**config.mk**
```make
export PLATFORM = sky130hd
export DESIGN_NAME = switch_flood_arbiter
export DESIGN_NICKNAME = d
export VERILOG_FILES = /design/src/rtl/switch_pkg.sv /design/src/rtl/round_robin_arbiter.sv /design/src/rtl/switch_flood_arbiter.sv
export SDC_FILE = /design/constraint.sdc
export NUM_CORES = 1
export LEC_CHECK = 0
export CAP_MARGIN = 20
export CORE_ASPECT_RATIO = 1.4
export CORE_MARGIN = 2
export CORE_UTILIZATION = 43
export DETAILED_ROUTE_END_ITERATION = 8
export GPL_TIMING_DRIVEN = 0
export PLACE_DENSITY = 0.73
export SYNTH_ARGS = -nofsm -noshare
export SYNTH_HDL_FRONTEND = slang
export SYNTH_SLANG_ARGS = --single-unit
```
**constraint.sdc**
```tcl
create_clock -name clock -period 2.4 [get_ports clock]
set_clock_uncertainty 0.1 [all_clocks]
set_input_delay 0.48 -clock clock [delete_from_list [all_inputs] [get_ports clock]]
set_output_delay 0.48 -clock clock [all_outputs]
set_load 0.005 [all_outputs]
```
**src/rtl/switch_pkg.sv**
```systemverilog
// Shared types and constants for the flooding switch core: frame beat layout,
// the forwarding FSM states and the beat used to terminate aborted frames.
package switch_pkg;
    localparam int FRAME_BEAT_WIDTH = 9;
    localparam int LAST_BIT         = 8;
    localparam logic [FRAME_BEAT_WIDTH-1:0] ABORT_BEAT = 9'h100;

    typedef enum logic [1:0] {
        IDLE,
        FORWARD,
        DROP,
        ABORT
    } switch_state_t;
endpackage

```
**src/rtl/round_robin_arbiter.sv**
```systemverilog
// Combinational round-robin search: first requester after last_grant, wrapping.
// The parent owns and registers last_grant.
module round_robin_arbiter #(
    parameter int WIDTH       = 4,
    parameter int INDEX_WIDTH = $clog2(WIDTH)
) (
    input  logic [WIDTH-1:0]       request,
    input  logic [INDEX_WIDTH-1:0] last_grant,
    output logic [INDEX_WIDTH-1:0] grant,
    output logic                   grant_valid
);
    // Bit i of rotated is the requester at position last_grant+1+i (mod WIDTH).
    logic [WIDTH-1:0] rotated;

    assign rotated = WIDTH'({request, request} >> (int'(last_grant) + 1));

    always_comb begin
        grant       = '0;
        grant_valid = 1'b0;
        for (int i = WIDTH - 1; i >= 0; i--) begin
            if (rotated[i]) begin
                grant       = INDEX_WIDTH'((int'(last_grant) + 1 + i) % WIDTH);
                grant_valid = 1'b1;
            end
        end
    end
endmodule

```
**src/rtl/switch_flood_arbiter.sv**
```systemverilog
// N-port frame flooder: round-robin ingress grant per frame, registered egress with
// backpressure, starvation timeout and drop of undeliverable frames.
// Optional per-port frame counters are enabled with SWITCH_FRAME_COUNTERS_EN.
module switch_flood_arbiter
    import switch_pkg::*;
#(
    parameter int NUMBER_OF_PORTS  = 4,
    parameter int TIMEOUT_CYCLES   = 4096,
    parameter int PORT_INDEX_WIDTH = $clog2(NUMBER_OF_PORTS)
) (
    input  logic                                             clock,
    input  logic                                             reset,
    input  logic [NUMBER_OF_PORTS-1:0][FRAME_BEAT_WIDTH-1:0] ingress_data,
    input  logic [NUMBER_OF_PORTS-1:0]                       ingress_data_valid,
    output logic [NUMBER_OF_PORTS-1:0]                       ingress_data_ready,
    output logic [NUMBER_OF_PORTS-1:0][FRAME_BEAT_WIDTH-1:0] egress_data,
    output logic [NUMBER_OF_PORTS-1:0]                       egress_data_valid,
    input  logic [NUMBER_OF_PORTS-1:0]                       egress_data_ready,
    input  logic [NUMBER_OF_PORTS-1:0]                       port_enable,
    output logic [PORT_INDEX_WIDTH-1:0]                      active_port,
    output logic                                             busy,
    output logic                                             frame_aborted
`ifdef SWITCH_FRAME_COUNTERS_EN
    ,
    output logic [NUMBER_OF_PORTS-1:0][15:0]                 forwarded_frame_count,
    output logic [NUMBER_OF_PORTS-1:0][15:0]                 dropped_frame_count
`endif
);
    localparam int TIMEOUT_WIDTH = $clog2(TIMEOUT_CYCLES);

    switch_state_t                state_reg, state_next;
    logic [PORT_INDEX_WIDTH-1:0]  grant_reg, grant_next;
    logic [PORT_INDEX_WIDTH-1:0]  last_grant_reg, last_grant_next;
    logic [NUMBER_OF_PORTS-1:0]   dest_mask_reg, dest_mask_next;
    logic [TIMEOUT_WIDTH-1:0]     timeout_reg, timeout_next;
    logic                         aborted_reg, aborted_next;
    logic [PORT_INDEX_WIDTH-1:0]  active_port_reg;

    logic [PORT_INDEX_WIDTH-1:0]  arb_grant;
    logic                         arb_valid;
    logic [NUMBER_OF_PORTS-1:0]   slot_free;
    logic                         dest_free;
    logic [NUMBER_OF_PORTS-1:0]   load_mask;
    logic [FRAME_BEAT_WIDTH-1:0]  load_beat;

    round_robin_arbiter #(
        .WIDTH       (NUMBER_OF_PORTS),
        .INDEX_WIDTH (PORT_INDEX_WIDTH)
    ) u_arbiter (
        .request     (ingress_data_valid & port_enable),
        .last_grant  (last_grant_reg),
        .grant       (arb_grant),
        .grant_valid (arb_valid)
    );

    assign slot_free = ~egress_data_valid | egress_data_ready;
    assign dest_free = &(slot_free | ~dest_mask_reg);

    always_comb begin
        state_next         = state_reg;
        grant_next         = grant_reg;
        last_grant_next    = last_grant_reg;
        dest_mask_next     = dest_mask_reg;
        timeout_next       = timeout_reg;
        aborted_next       = 1'b0;
        ingress_data_ready = '0;
        load_mask          = '0;
        load_beat          = ingress_data[grant_reg];
        case (state_reg)
            IDLE: begin
                timeout_next = '0;
                if (arb_valid) begin
                    grant_next     = arb_grant;
                    dest_mask_next = port_enable & ~(NUMBER_OF_PORTS'(1) << arb_grant);
                    state_next     = (dest_mask_next != '0) ? FORWARD : DROP;
                end
            end
            FORWARD: begin
                ingress_data_ready[grant_reg] = dest_free;
                if (ingress_data_valid[grant_reg] && dest_free) begin
                    load_mask    = dest_mask_reg;
                    timeout_next = '0;
                    if (ingress_data[grant_reg][LAST_BIT]) begin
                        last_grant_next = grant_reg;
                        state_next      = IDLE;
                    end
                end else if (dest_free) begin
                    // Only starvation with room downstream counts toward the timeout.
                    if (timeout_reg == TIMEOUT_WIDTH'(TIMEOUT_CYCLES - 1)) begin
                        aborted_next = 1'b1;
                        timeout_next = '0;
                        state_next   = ABORT;
                    end else begin
                        timeout_next = timeout_reg + TIMEOUT_WIDTH'(1);
                    end
                end
            end
            DROP: begin
                ingress_data_ready[grant_reg] = 1'b1;
                if (ingress_data_valid[grant_reg] && ingress_data[grant_reg][LAST_BIT]) begin
                    last_grant_next = grant_reg;
                    state_next      = IDLE;
                end
            end
            ABORT: begin
                // The ingress frame is never finished here; its tail is swallowed in DROP.
                if (dest_free) begin
                    load_mask  = dest_mask_reg;
                    load_beat  = ABORT_BEAT;
                    state_next = DROP;
                end
            end
            default: state_next = IDLE;
        endcase
    end

    always_ff @(posedge clock) begin
        if (reset) begin
            state_reg       <= IDLE;
            grant_reg       <= '0;
            last_grant_reg  <= PORT_INDEX_WIDTH'(NUMBER_OF_PORTS - 1);
            dest_mask_reg   <= '0;
            timeout_reg     <= '0;
            aborted_reg     <= 1'b0;
            active_port_reg <= '0;
        end else begin
            state_reg       <= state_next;
            grant_reg       <= grant_next;
            last_grant_reg  <= last_grant_next;
            dest_mask_reg   <= dest_mask_next;
            timeout_reg     <= timeout_next;
            aborted_reg     <= aborted_next;
            active_port_reg <= (state_next == IDLE) ? last_grant_next : grant_next;
        end
    end

    for (genvar gi = 0; gi < NUMBER_OF_PORTS; gi++) begin : g_egress
        logic [FRAME_BEAT_WIDTH-1:0] data_reg;
        logic                        valid_reg;

        always_ff @(posedge clock) begin
            if (reset) begin
                data_reg  <= '0;
                valid_reg <= 1'b0;
            end else if (load_mask[gi]) begin
                data_reg  <= load_beat;
                valid_reg <= 1'b1;
            end else if (egress_data_ready[gi]) begin
                valid_reg <= 1'b0;
            end
        end

        assign egress_data[gi]       = data_reg;
        assign egress_data_valid[gi] = valid_reg;
    end

`ifdef SWITCH_FRAME_COUNTERS_EN
    logic forward_done;
    logic drop_event;

    assign forward_done = (state_reg == FORWARD) && (state_next == IDLE);
    assign drop_event   = ((state_reg == IDLE) && (state_next == DROP)) || aborted_next;

    for (genvar gi = 0; gi < NUMBER_OF_PORTS; gi++) begin : g_counters
        logic [15:0] forwarded_reg;
        logic [15:0] dropped_reg;

        always_ff @(posedge clock) begin
            if (reset) begin
                forwarded_reg <= '0;
                dropped_reg   <= '0;
            end else begin
                if (forward_done && grant_reg == PORT_INDEX_WIDTH'(gi) && forwarded_reg != 16'hFFFF)
                    forwarded_reg <= forwarded_reg + 16'd1;
                if (drop_event && grant_next == PORT_INDEX_WIDTH'(gi) && dropped_reg != 16'hFFFF)
                    dropped_reg <= dropped_reg + 16'd1;
            end
        end

        assign forwarded_frame_count[gi] = forwarded_reg;
        assign dropped_frame_count[gi]   = dropped_reg;
    end
`endif

    assign busy          = (state_reg != IDLE);
    assign frame_aborted = aborted_reg;
    assign active_port   = active_port_reg;
endmodule
```
; Word-level counts from Yosys, hierarchy flattened
; Index checks and enable logic that the tools add are counted.
[op_classes]
n_reduce_logical = 16
shifts = 2
n_lt_le_gt_ge = 2
addsub = 5
eq_ne = 5
mux = 49
bitwise = 10
[op_table]
columns = cell, n
row1 = two-way mux 12 bit, 3
row2 = two-way mux 2 bit, 18
row3 = two-way mux 9 bit, 3
row4 = case mux 12 bit (2 select lines), 1
row5 = binary-select mux 9 bit (select 2 bit), 1
row6 = case mux 4 bit (2 select lines), 2
row7 = two-way mux 1 bit, 15
row8 = "adder 12 x 1 -> 12 bit, second input constant", 1
row9 = AND 4 bit, 3
row10 = "== test 12 bit, second input constant", 1
row11 = NOT 4 bit, 3
row12 = nonzero test 2 bit, 6
row13 = two-way mux 4 bit, 2
row14 = bitwise OR 4 bit, 2
row15 = case mux 2 bit (4 select lines), 1
row16 = >> shifter 8 x 3 -> 4 bit, 1
row17 = "adder 2 bit, second input constant", 2
row18 = "== test 2 bit, second input constant", 2
row19 = logical NOT 2 bit, 2
row20 = case mux 2 bit (2 select lines), 1
row21 = AND reduction 2 bit, 2
row22 = AND reduction 4 bit, 1
row23 = nonzero test 4 bit, 1
row24 = OR reduction 4 bit, 1
row25 = other kinds (11), 14
[totals]
wordCells = 104
inputBits = 50
out_inout_bits = 48
register_bits = 65

; Logic depth before layout (Yosys ltp)
; Gate-level depths: netlist (run 1).
[depth]
word_depth = 15
ltp_mapped = 9
mapped_depth_nobuf = 8

; Cells and area by module
; From an unflattened synthesis (run 1), not the netlist that was laid out.
[hier_totals]
hier_cells = 365
hier_area_um2 = 3314.4
[modules_own_cells]
columns = mod, cells_per_inst, seq_area_each_um2, area_per_inst_um2, n_inst
row1 = switch_flood_arbiter, 351, 1301.2, 3228.1, 1
row2 = round_robin_arbiter, 14, 0.0, 86.3, 1

; Worst setup path after synthesis (run 1)
; Ideal clock, no wire load.
[synth_path]
path_kind = register to register
start = register timeout_reg[0]
end = register active_port_reg[0] (netlist: active_port[0])
required_ps = 2177
synth_period_minus_slack_ps = 2319
arrival_ps = 2095
setup_ps = 123
n_path_buf = 0
path_slack_ps = 81
stages_incl_launch_ff = 9
path_cell_list = dfxtp_1 -> ha_1 -> nand3_2 -> or4_4 -> nor4_4 -> o31a_2 -> inv_2 -> o22ai_2 -> mux2_1
[synth_via]
elab_chain_len = 7
[synth_lines]
columns = item, line
row1 = start: declaration, switch_flood_arbiter.sv:35  ; logic [TIMEOUT_WIDTH-1:0] timeout_reg, timeout_next;
row2 = start signal: assignment, switch_flood_arbiter.sv:131  ; timeout_reg <= timeout_next;
row3 = == test 12 bit, switch_flood_arbiter.sv:89  ; if (timeout_reg == TIMEOUT_WIDTH'(TIMEOUT_CYCLES - 1)) begin
row4 = two-way mux 2 bit, switch_flood_arbiter.sv:89
row5 = two-way mux 2 bit, switch_flood_arbiter.sv:87  ; end else if (dest_free) begin
row6 = two-way mux 2 bit, switch_flood_arbiter.sv:80  ; if (ingress_data_valid[grant_reg] && dest_free) begin
row7 = case mux 2 bit (4 select lines), switch_flood_arbiter.sv:69  ; case (state_reg)
row8 = logical NOT 2 bit, switch_flood_arbiter.sv:133  ; active_port_reg <= (state_next == IDLE) ? last_grant_next : grant_next;
row9 = two-way mux 2 bit, switch_flood_arbiter.sv:133
row10 = end signal: assignment, switch_flood_arbiter.sv:133
row11 = end: declaration, switch_flood_arbiter.sv:37  ; logic [PORT_INDEX_WIDTH-1:0] active_port_reg;
; No other way between the ends.
; A chain may end at the register's enable or synchronous reset.

; Worst setup path after layout (run 1)
[layout_path]
start = register grant_reg[1]
end = register active_port_reg[1] (netlist: active_port[1])
[layout_via]
elab_chain_len = 7
word_cells_on_any_way = 18
classes_between = mux (15) / reduce/logical (3)
[layout_lines]
columns = item, line
row1 = start: declaration, switch_flood_arbiter.sv:32  ; logic [PORT_INDEX_WIDTH-1:0] grant_reg, grant_next;
row2 = start signal: assignment, switch_flood_arbiter.sv:128  ; grant_reg <= grant_next;
row3 = binary-select mux 9 bit (select 2 bit) / binary-select mux 1 bit (select 2 bit) (equally long branches), "switch_flood_arbiter.sv:83, switch_flood_arbiter.sv:100, switch_flood_arbiter.sv:80"
row4 = two-way mux 9 bit (implied by the code) / two-way mux 1 bit (equally long branches), "switch_flood_arbiter.sv:83, switch_flood_arbiter.sv:100, switch_flood_arbiter.sv:80"
row5 = "two-way mux 2 bit, or another cell as far along", switch_flood_arbiter.sv:83  ; if (ingress_data[grant_reg][LAST_BIT]) begin
row6 = "two-way mux 2 bit, on equally long branches", "switch_flood_arbiter.sv:80, switch_flood_arbiter.sv:100"
row7 = case mux 2 bit (4 select lines), switch_flood_arbiter.sv:69
row8 = logical NOT 2 bit, switch_flood_arbiter.sv:133
row9 = two-way mux 2 bit *, switch_flood_arbiter.sv:133
; Every way passes the cells marked *; elsewhere a longest branch is shown, timed or not. The select of a mux whose other input is x is not followed.

==> Implementation_results.wiki, run 1 <==
{| class="wikitable"
! Metric !! Value
|-
| Result of the run || finished clean
|-
| Final worst path period need || 2.38 ns
|-
| Sequential share of the synthesized area || 39.2%
|-
| Hold Crit Class || reg2reg
|-
| Storage cell area || 0.00132 mm2
|-
| Via/cell ratio || roughly 5.5
|-
| Clock tree sinks || 65
|-
| Remaining Overflow, GRT || 0
|-
| Area of the core || 0.00741 mm2
|-
| # nets final || 547
|-
| Setup slack, reg-to-reg || 0.02 ns
|-
| Number of instances in the placed design || ~560
|-
| Maximum buffer depth of the clock tree || 2
|-
| H-tree lvl count || 3
|-
| Non-Filler Instances || 592
|-
| Wire length of the first global-routing pass || 15200 um
|-
| Worst slew pin tran || around 0.58 ns
|-
| Worst r2r path cells || 8
|-
| DIE HEIGHT || about 110 um
|-
| Average routed wire per standard cell || approximately 17 um
|-
| Final antenna-violating net count || 0
|-
| CP Data Arrival Time || ~2.5 ns
|-
| Capture instance of the worst register-to-register path || active_port[1]
|-
| Detail Placement HPWL || 7390 um
|-
| RSZ-0062 raised after global routing || yes
|-
| Max Cap Violations || 0
|-
| Hold violation count in the final report || 0
|-
| Launch point of the worst path || grant_reg[1]
|-
| Die footprint || 0.00845 mm2
|-
| Sum of internal, switching and leakage power || 3.82 mW
|-
| Ports || 98
|-
| Number of antenna violations at the first check in global routing || 0
|-
| Final hold slack || approximately 0.4 ns
|-
| Post-Synthesis Mean Instance Area || around 9.2 um2
|-
| Skew-Pair Late Insertion Delay || 0.34 ns
|-
| Max Fanout on Critical Path || 7
|-
| Overall track demand over capacity in global routing || 23.2%
|-
| Relative area change from synthesis to final layout || 47.5%
|-
| Max rail drop VDD || 0.000585 V
|-
| Netlist cell types || 60
|-
| Data required time at the worst endpoint || 2.53 ns
|-
| Peak clock frequency supported by timing || 419 MHz
|-
| FF+latch count, synth || 65
|-
| Flip-flop count of the largest register, all copies and words added || 36
|-
| Flip-flop cell with the highest count after synthesis || sky130_fd_sc_hd__dfxtp_1
|-
| Power per cell area || 779 mW/mm2
|-
| Final setup TNS || 0 ns
|-
| Area taken by multi-input logic gates || between 0.002 and 0.0025 mm2
|-
| Number of endpoints failing setup at the final stage || 0
|-
| Category of the worst setup path launch point || flip-flop
|-
| Highest-count cells in the layout ignoring fill and taps || sky130_fd_sc_hd__clkdlybuf4s50_1, sky130_fd_sc_hd__dfxtp_1, sky130_fd_sc_hd__nor2_1, sky130_fd_sc_hd__mux2i_1, sky130_fd_sc_hd__buf_4
|-
| Horizontal extent of the die || 78.3 um
|-
| Detailed-routing iteration count for the pre-antenna-repair pass || 4
|-
| Count of routing violations after the opening detailed-route iteration || 198
|-
| Number of global-route vias before repair || about 3000
|-
| Clock tree from TritonCTS || done
|-
| Wire length after detailed routing || 10100 um
|-
| Library cell used as clock root buffer || sky130_fd_sc_hd__clkbuf_8
|-
| Most common cell after layout, fill and taps aside || sky130_fd_sc_hd__clkdlybuf4s50_1
|-
| Worst slew margin || approximately 60%
|-
| Count of mapped cells out of synthesis || 362
|-
| Pin count of the biggest net entering global routing || 11
|-
| Synthesis warning total || 0
|-
| Synth Net Count || 417
|-
| Count of input and output buffers || 96
|-
| Total inserted antenna cells || 0
|-
| Count of flip-flops with a built-in enable after synthesis || 0
|-
| Layout fillers || 610
|-
| Clock input transition at the sequential cells of the worst setup and hold paths || 0.06 ns
|-
| Slew Viols, Final || 0
|-
| Startpoint of the worst-slack reg-to-reg timing path || grant_reg[1]
|-
| Initial Util || 44.8%
|-
| Endpoint class of the critical path || flip-flop
|-
| Number of buffers added by the clock tree synthesis step || 9
|-
| Endpoint of the most critical setup path || active_port[1]
|-
| Placer Congestion || 0.896
|-
| Remaining design rule violation count || 0
|-
| Start-to-end type of the worst setup path || reg2reg
|-
| Post-Syn Area || 0.00332 mm2
|-
| FP Rows || 37
|-
| Final period utilization || 99.3%
|-
| DR vias || between 3000 and 4000
|-
| Share of cells above drive strength 1 || 21.4%
|-
| Async set-or-reset flop fraction in the synthesized netlist || 0%
|-
| Leakage || 2.03 nW
|}
synth_stat cells, types with 2 or more instances:
cell type                  number  area share [%]
sky130_fd_sc_hd__dfxtp_1       65              39
sky130_fd_sc_hd__clkbuf_1       8            0.90
sky130_fd_sc_hd__o31ai_1        5             1.1
sky130_fd_sc_hd__nand4_1        4            0.75
sky130_fd_sc_hd__a31oi_1        2            0.38
sky130_fd_sc_hd__a22o_1         2            0.53
sky130_fd_sc_hd__a211oi_1       2            0.45
sky130_fd_sc_hd__ha_1           5             1.9
sky130_fd_sc_hd__buf_2          2            0.30
sky130_fd_sc_hd__inv_2          2            0.23
sky130_fd_sc_hd__or4_1          2            0.45
sky130_fd_sc_hd__nand2b_1       7             1.3
sky130_fd_sc_hd__inv_1          5            0.57
sky130_fd_sc_hd__a32oi_1        2            0.53
sky130_fd_sc_hd__a21oi_1       24             3.6
sky130_fd_sc_hd__and2_1         3            0.57
sky130_fd_sc_hd__mux4_2        10             6.8
sky130_fd_sc_hd__mux2_1         2            0.68
sky130_fd_sc_hd__or3_1          3            0.57
sky130_fd_sc_hd__nor2b_1       10             1.9
sky130_fd_sc_hd__nor2_1        57             6.4
sky130_fd_sc_hd__nand3b_1       5             1.1
sky130_fd_sc_hd__mux2i_1       32             9.6
sky130_fd_sc_hd__and3_1         7             1.3
sky130_fd_sc_hd__nand3_1       12             1.8
sky130_fd_sc_hd__nor3_1         4            0.60
sky130_fd_sc_hd__buf_4          9             2.0
sky130_fd_sc_hd__o21ai_0       12             1.8
sky130_fd_sc_hd__nand2_1       28             3.2
logic make-up after synthesis:
family / Yosys count / synth area share, %
and+or+nand+nor: 155 / 23.9
DFF: 65 / 39.2
AOI/OAI and AO/OA: 64 / 13.0
muxes: 44 / 17.1
buffers and inverters: 27 / 4.37
adders and majority gates: 5 / 1.88
xor gates and xnor gates: 2 / 0.528
per-stage QoR:
stage	utilization (%)	worst slack [ns]	cell area [um2]
after floorplan	-	0.0812	3320
after global placement	59.4	-0.930	4400
after detailed placement	59.4	-0.938	4400
after CTS	63.5	0.000106	4710
after global routing	66.1	-0.0327	4900
final	66.1	0.0159	4900
metal layers:
metal | part of all wire, % | wire length, um | track usage [%]
met5 | 0 | 0 | 0
met4 | 2.3 | 230 | 9.52
met3 | 5.1 | 516 | 4.84
met2 | 54 | 5440 | 43.7
met1 | 39 | 3900 | 25.0
how the worst min path moves through the flow:
stage                           from               endpoint  slack, ns  depth (start not counted)
2_1_floorplan        timeout_reg[11]        timeout_reg[11]       0.33                          1
3_3_place_gp         timeout_reg[11]        timeout_reg[11]       0.36                          1
3_5_place_dp         timeout_reg[11]        timeout_reg[11]       0.37                          1
4_1_cts             dest_mask_reg[0]       dest_mask_reg[0]       0.38                          2
5_1_grt              timeout_reg[11]        timeout_reg[11]       0.41                          1
6_report       g_egress[2].valid_reg  g_egress[2].valid_reg       0.39                          2
report_power, final:
group | internal (mW) | leakage, nW | total [mW] | switching [mW]
sequential | 1.19 | 0.529 | 1.29 | 0.0991
clock | 0.421 | 0.0826 | 0.801 | 0.379
combinational | 0.832 | 1.41 | 1.73 | 0.895
final cells by class:
cell class                      count  area share (%)
Buffer                             20            2.73
Clock buffer                       14            3.32
Inverter                            7           0.664
Multi-Input combinational cell    270            41.3
Sequential cell                    65            26.9
Tap cell                           97            2.48
Timing Repair Buffer              119            22.6
critical path, cell delays in order (launching register included):
cell and delay [ns]:
sky130_fd_sc_hd__dfxtp_1 0.33, sky130_fd_sc_hd__buf_6 0.13, sky130_fd_sc_hd__mux4_2 0.59, sky130_fd_sc_hd__and2_4 0.19, sky130_fd_sc_hd__o32ai_1 0.14, sky130_fd_sc_hd__o31a_2 0.17
sky130_fd_sc_hd__inv_2 0.05, sky130_fd_sc_hd__o22ai_4 0.21, sky130_fd_sc_hd__mux2_1 0.35
what timing repair did:
| action | in CTS | in global routing |
|---|---|---|
| resized for setup | 51 | 40 |
| endpoints found under the hold margin | 0 | 0 |
| endpoints found under the setup margin | 12 | 37 |
| hold buffers | 0 | 0 |
| setup buffers | 6 | 13 |
| cloned | 0 | 4 |
| pin swaps | 11 | 8 |
Power figures use the tool's default switching activity.
==> inputs of run 2 (changes only) <==
Settings changed: CELL_PAD_IN_SITES_DETAIL_PLACEMENT set to 0, CELL_PAD_IN_SITES_GLOBAL_PLACEMENT set to 1, CORE_UTILIZATION 43 to 32.
==> Implementation_results.wiki, run 2 (synthesis results as in run 1) <==
{| class="wikitable"
! Metric !! Value
|-
| Result of the run || finished clean
|-
| Skew-Pair Late Insertion Delay || 0.33 ns
|-
| Relative area change from synthesis to final layout || 51.2%
|-
| Initial Util || 32.4%
|-
| Horizontal extent of the die || 90.1 um
|-
| Delay contributed by the slowest stage of the critical path || 0.33 ns
|-
| Detailed-routing iteration count for the pre-antenna-repair pass || 4
|-
| Wire length after detailed routing || between 10000 and 15000 um
|-
| Endpoint with the worst hold slack || g_egress[0].valid_reg
|-
| Final Worst Setup Slack || between 0.03 and 0.04 ns
|-
| Final antenna-violating net count || 0
|-
| Number of endpoints failing setup at the final stage || 0
|-
| Number of instances in the placed design || 596
|-
| Count of input and output buffers || 96
|-
| Total inserted antenna cells || 0
|-
| FP Rows || 44
|-
| Clock tree sinks || 65
|-
| Non-Filler Instances || between 600 and 700
|-
| Hold violation count in the final report || 0
|-
| Sum of internal, switching and leakage power || 4.39 mW
|-
| Area of the core || 0.0102 mm2
|-
| Layout fillers || 1019
|-
| Wire length of the first global-routing pass || roughly 17000 um
|-
| Detail Placement HPWL || around 7900 um
|-
| Final cell utilization of the core || 49.0%
|-
| Final setup TNS || 0 ns
|-
| Data required time at the worst endpoint || 2.51 ns
|-
| H-tree lvl count || 3
|-
| Cells along the critical path || dlygate4sd2_1, a22o_1, a31o_1, a21o_1, o311ai_4, and3_4, o22ai_4, mux2_1
|-
| Pin count of the biggest net entering global routing || 11
|-
| Placement-stage worst setup slack || -0.989 ns
|-
| Maximum buffer depth of the clock tree || 2
|-
| Average routed wire per standard cell || 16.8 um
|-
| Library cell used as clock root buffer || sky130_fd_sc_hd__clkbuf_16
|-
| Hold Crit Class || in2reg
|-
| Endpoint class of the critical path || flip-flop
|-
| Remaining Overflow, GRT || 0
|-
| Worst slew pin tran || about 0.64 ns
|-
| Clock tree from TritonCTS || done
|-
| CTS Hold Bufs || 0
|-
| Remaining design rule violation count || 0
|-
| Hold path startpoint || egress_data_ready[0]
|-
| Placer Congestion || 0.790
|-
| Cell with the largest stage delay on the worst path || sky130_fd_sc_hd__o311ai_4
|-
| Leakage || 2.06 nW
|-
| # nets final || 539
|-
| Highest-count cells in the layout ignoring fill and taps || sky130_fd_sc_hd__clkdlybuf4s50_1, sky130_fd_sc_hd__dfxtp_1, sky130_fd_sc_hd__nor2_1, sky130_fd_sc_hd__mux2i_1, sky130_fd_sc_hd__nand2_1
|-
| Via/cell ratio || 5.01
|-
| Most common cell after layout, fill and taps aside || sky130_fd_sc_hd__clkdlybuf4s50_1
|-
| Ports || 98
|-
| Number of buffers added by the clock tree synthesis step || 9
|-
| Max rail drop VDD || 0.000513 V
|-
| Power per cell area || 874 mW/mm2
|-
| Worst slew margin || a little under three fifths
|-
| Number of antenna violations at the first check in global routing || 0
|-
| Flip-flop count of the largest register, all copies and words added || 36
|-
| Count of routing violations after the opening detailed-route iteration || 140
|-
| Max Cap Violations || 0
|-
| Clock input transition at the sequential cells of the worst setup and hold paths || 0.05 ns
|-
| Number of stages on the worst hold path || 3
|-
| Overall track demand over capacity in global routing || 19.0%
|-
| Worst r2r path cells || 7
|-
| Peak clock frequency supported by timing || 424 MHz
|-
| CP Data Arrival Time || 2.47 ns
|-
| Slew Viols, Final || 0
|-
| Die footprint || ~0.011 mm2
|-
| DR vias || ~3100
|-
| DIE HEIGHT || between 100 and 150 um
|-
| Final period utilization || 98.4%
|-
| Share of cells above drive strength 1 || between 20 and 25%
|-
| Final worst path period need || 2.36 ns
|-
| Max Fanout on Critical Path || 4
|-
| Start-to-end type of the worst setup path || in2reg
|-
| Category of the worst setup path launch point || primary input
|-
| Number of global-route vias before repair || 3140
|-
| RSZ-0062 raised after global routing || yes
|-
| Startpoint of the worst-slack reg-to-reg timing path || last_grant_reg[1]
|-
| Setup slack, reg-to-reg || 0.08 ns
|-
| Capture instance of the worst register-to-register path || active_port[0]
|}
[run 2: worst max-delay path by stage]
stage	startpoint	end	slack (ns)	cells after the start
global placement	egress_data_ready[2]	ingress_data_ready[2]	-0.97	7
detailed placement	egress_data_ready[2]	ingress_data_ready[2]	-0.99	7
finish	ingress_data_valid[0]	active_port[0]	0.04	8
global route	ingress_data_valid[0]	active_port[0]	-0.02	8
floorplan	timeout_reg[0]	active_port[0]	0.08	8
CTS	ingress_data[35]	active_port[0]	0.001	8
[run 2: metrics by stage]
stage	area [um2]	hold slack (ns)
3_5_place_dp	4450	0.370
3_3_place_gp	4450	0.359
6_report	5020	0.338
2_1_floorplan	3320	0.334
4_1_cts	4890	0.377
5_1_grt	5020	0.343
[run 2: power by group]
| group | internal, mW | switching, mW |
|---|---|---|
| sequential | 1.19 | 0.0995 |
| clock | 0.888 | 0.459 |
| combinational | 0.839 | 0.907 |
[run 2: area by class of cell]
cell class	instances	area, um2	area share, %
Multi-Input combinational cell	270	2030	40.5
Sequential cell	65	1320	26.2
Timing Repair Buffer	111	1020	20.4
Clock buffer	14	274	5.46
Tap cell	138	173	3.44
Buffer	20	138	2.74
Clock inverter	2	35.0	0.698
Inverter	7	26.3	0.523
[run 2: worst max-delay path: cells and delay by family]
kind / cells / cell delay (ns)
muxes: 1 / 0.33
AOI/OAI and AO/OA: 5 / 1.10
buffers and inverters: 1 / 0.28
and+or+nand+nor: 1 / 0.26
[run 2: what timing repair did]
| item | in CTS | in global routing |
|---|---|---|
| hold endpoints to repair | 0 | 0 |
| setup buffers | 7 | 7 |
| pin swaps | 11 | 9 |
| setup endpoints to repair | 22 | 45 |
| resized for setup | 52 | 41 |
| cloned | 0 | 1 |
[run 2: metal layers]
layer	part of all wire, %	GRT usage (%)	vias to the layer above
met1	39	20.0	1506
met2	55	36.0	78
met5	0	0	-
met4	2.2	7.24	0
li1	-	-	1545
met3	3.8	4.60	14
==> inputs of run 3 (changes only) <==
Settings changed: GPL_ROUTABILITY_DRIVEN set to 0.
==> results of run 3 <==
Final layout, timing and power as in run 2 (identical DEF).
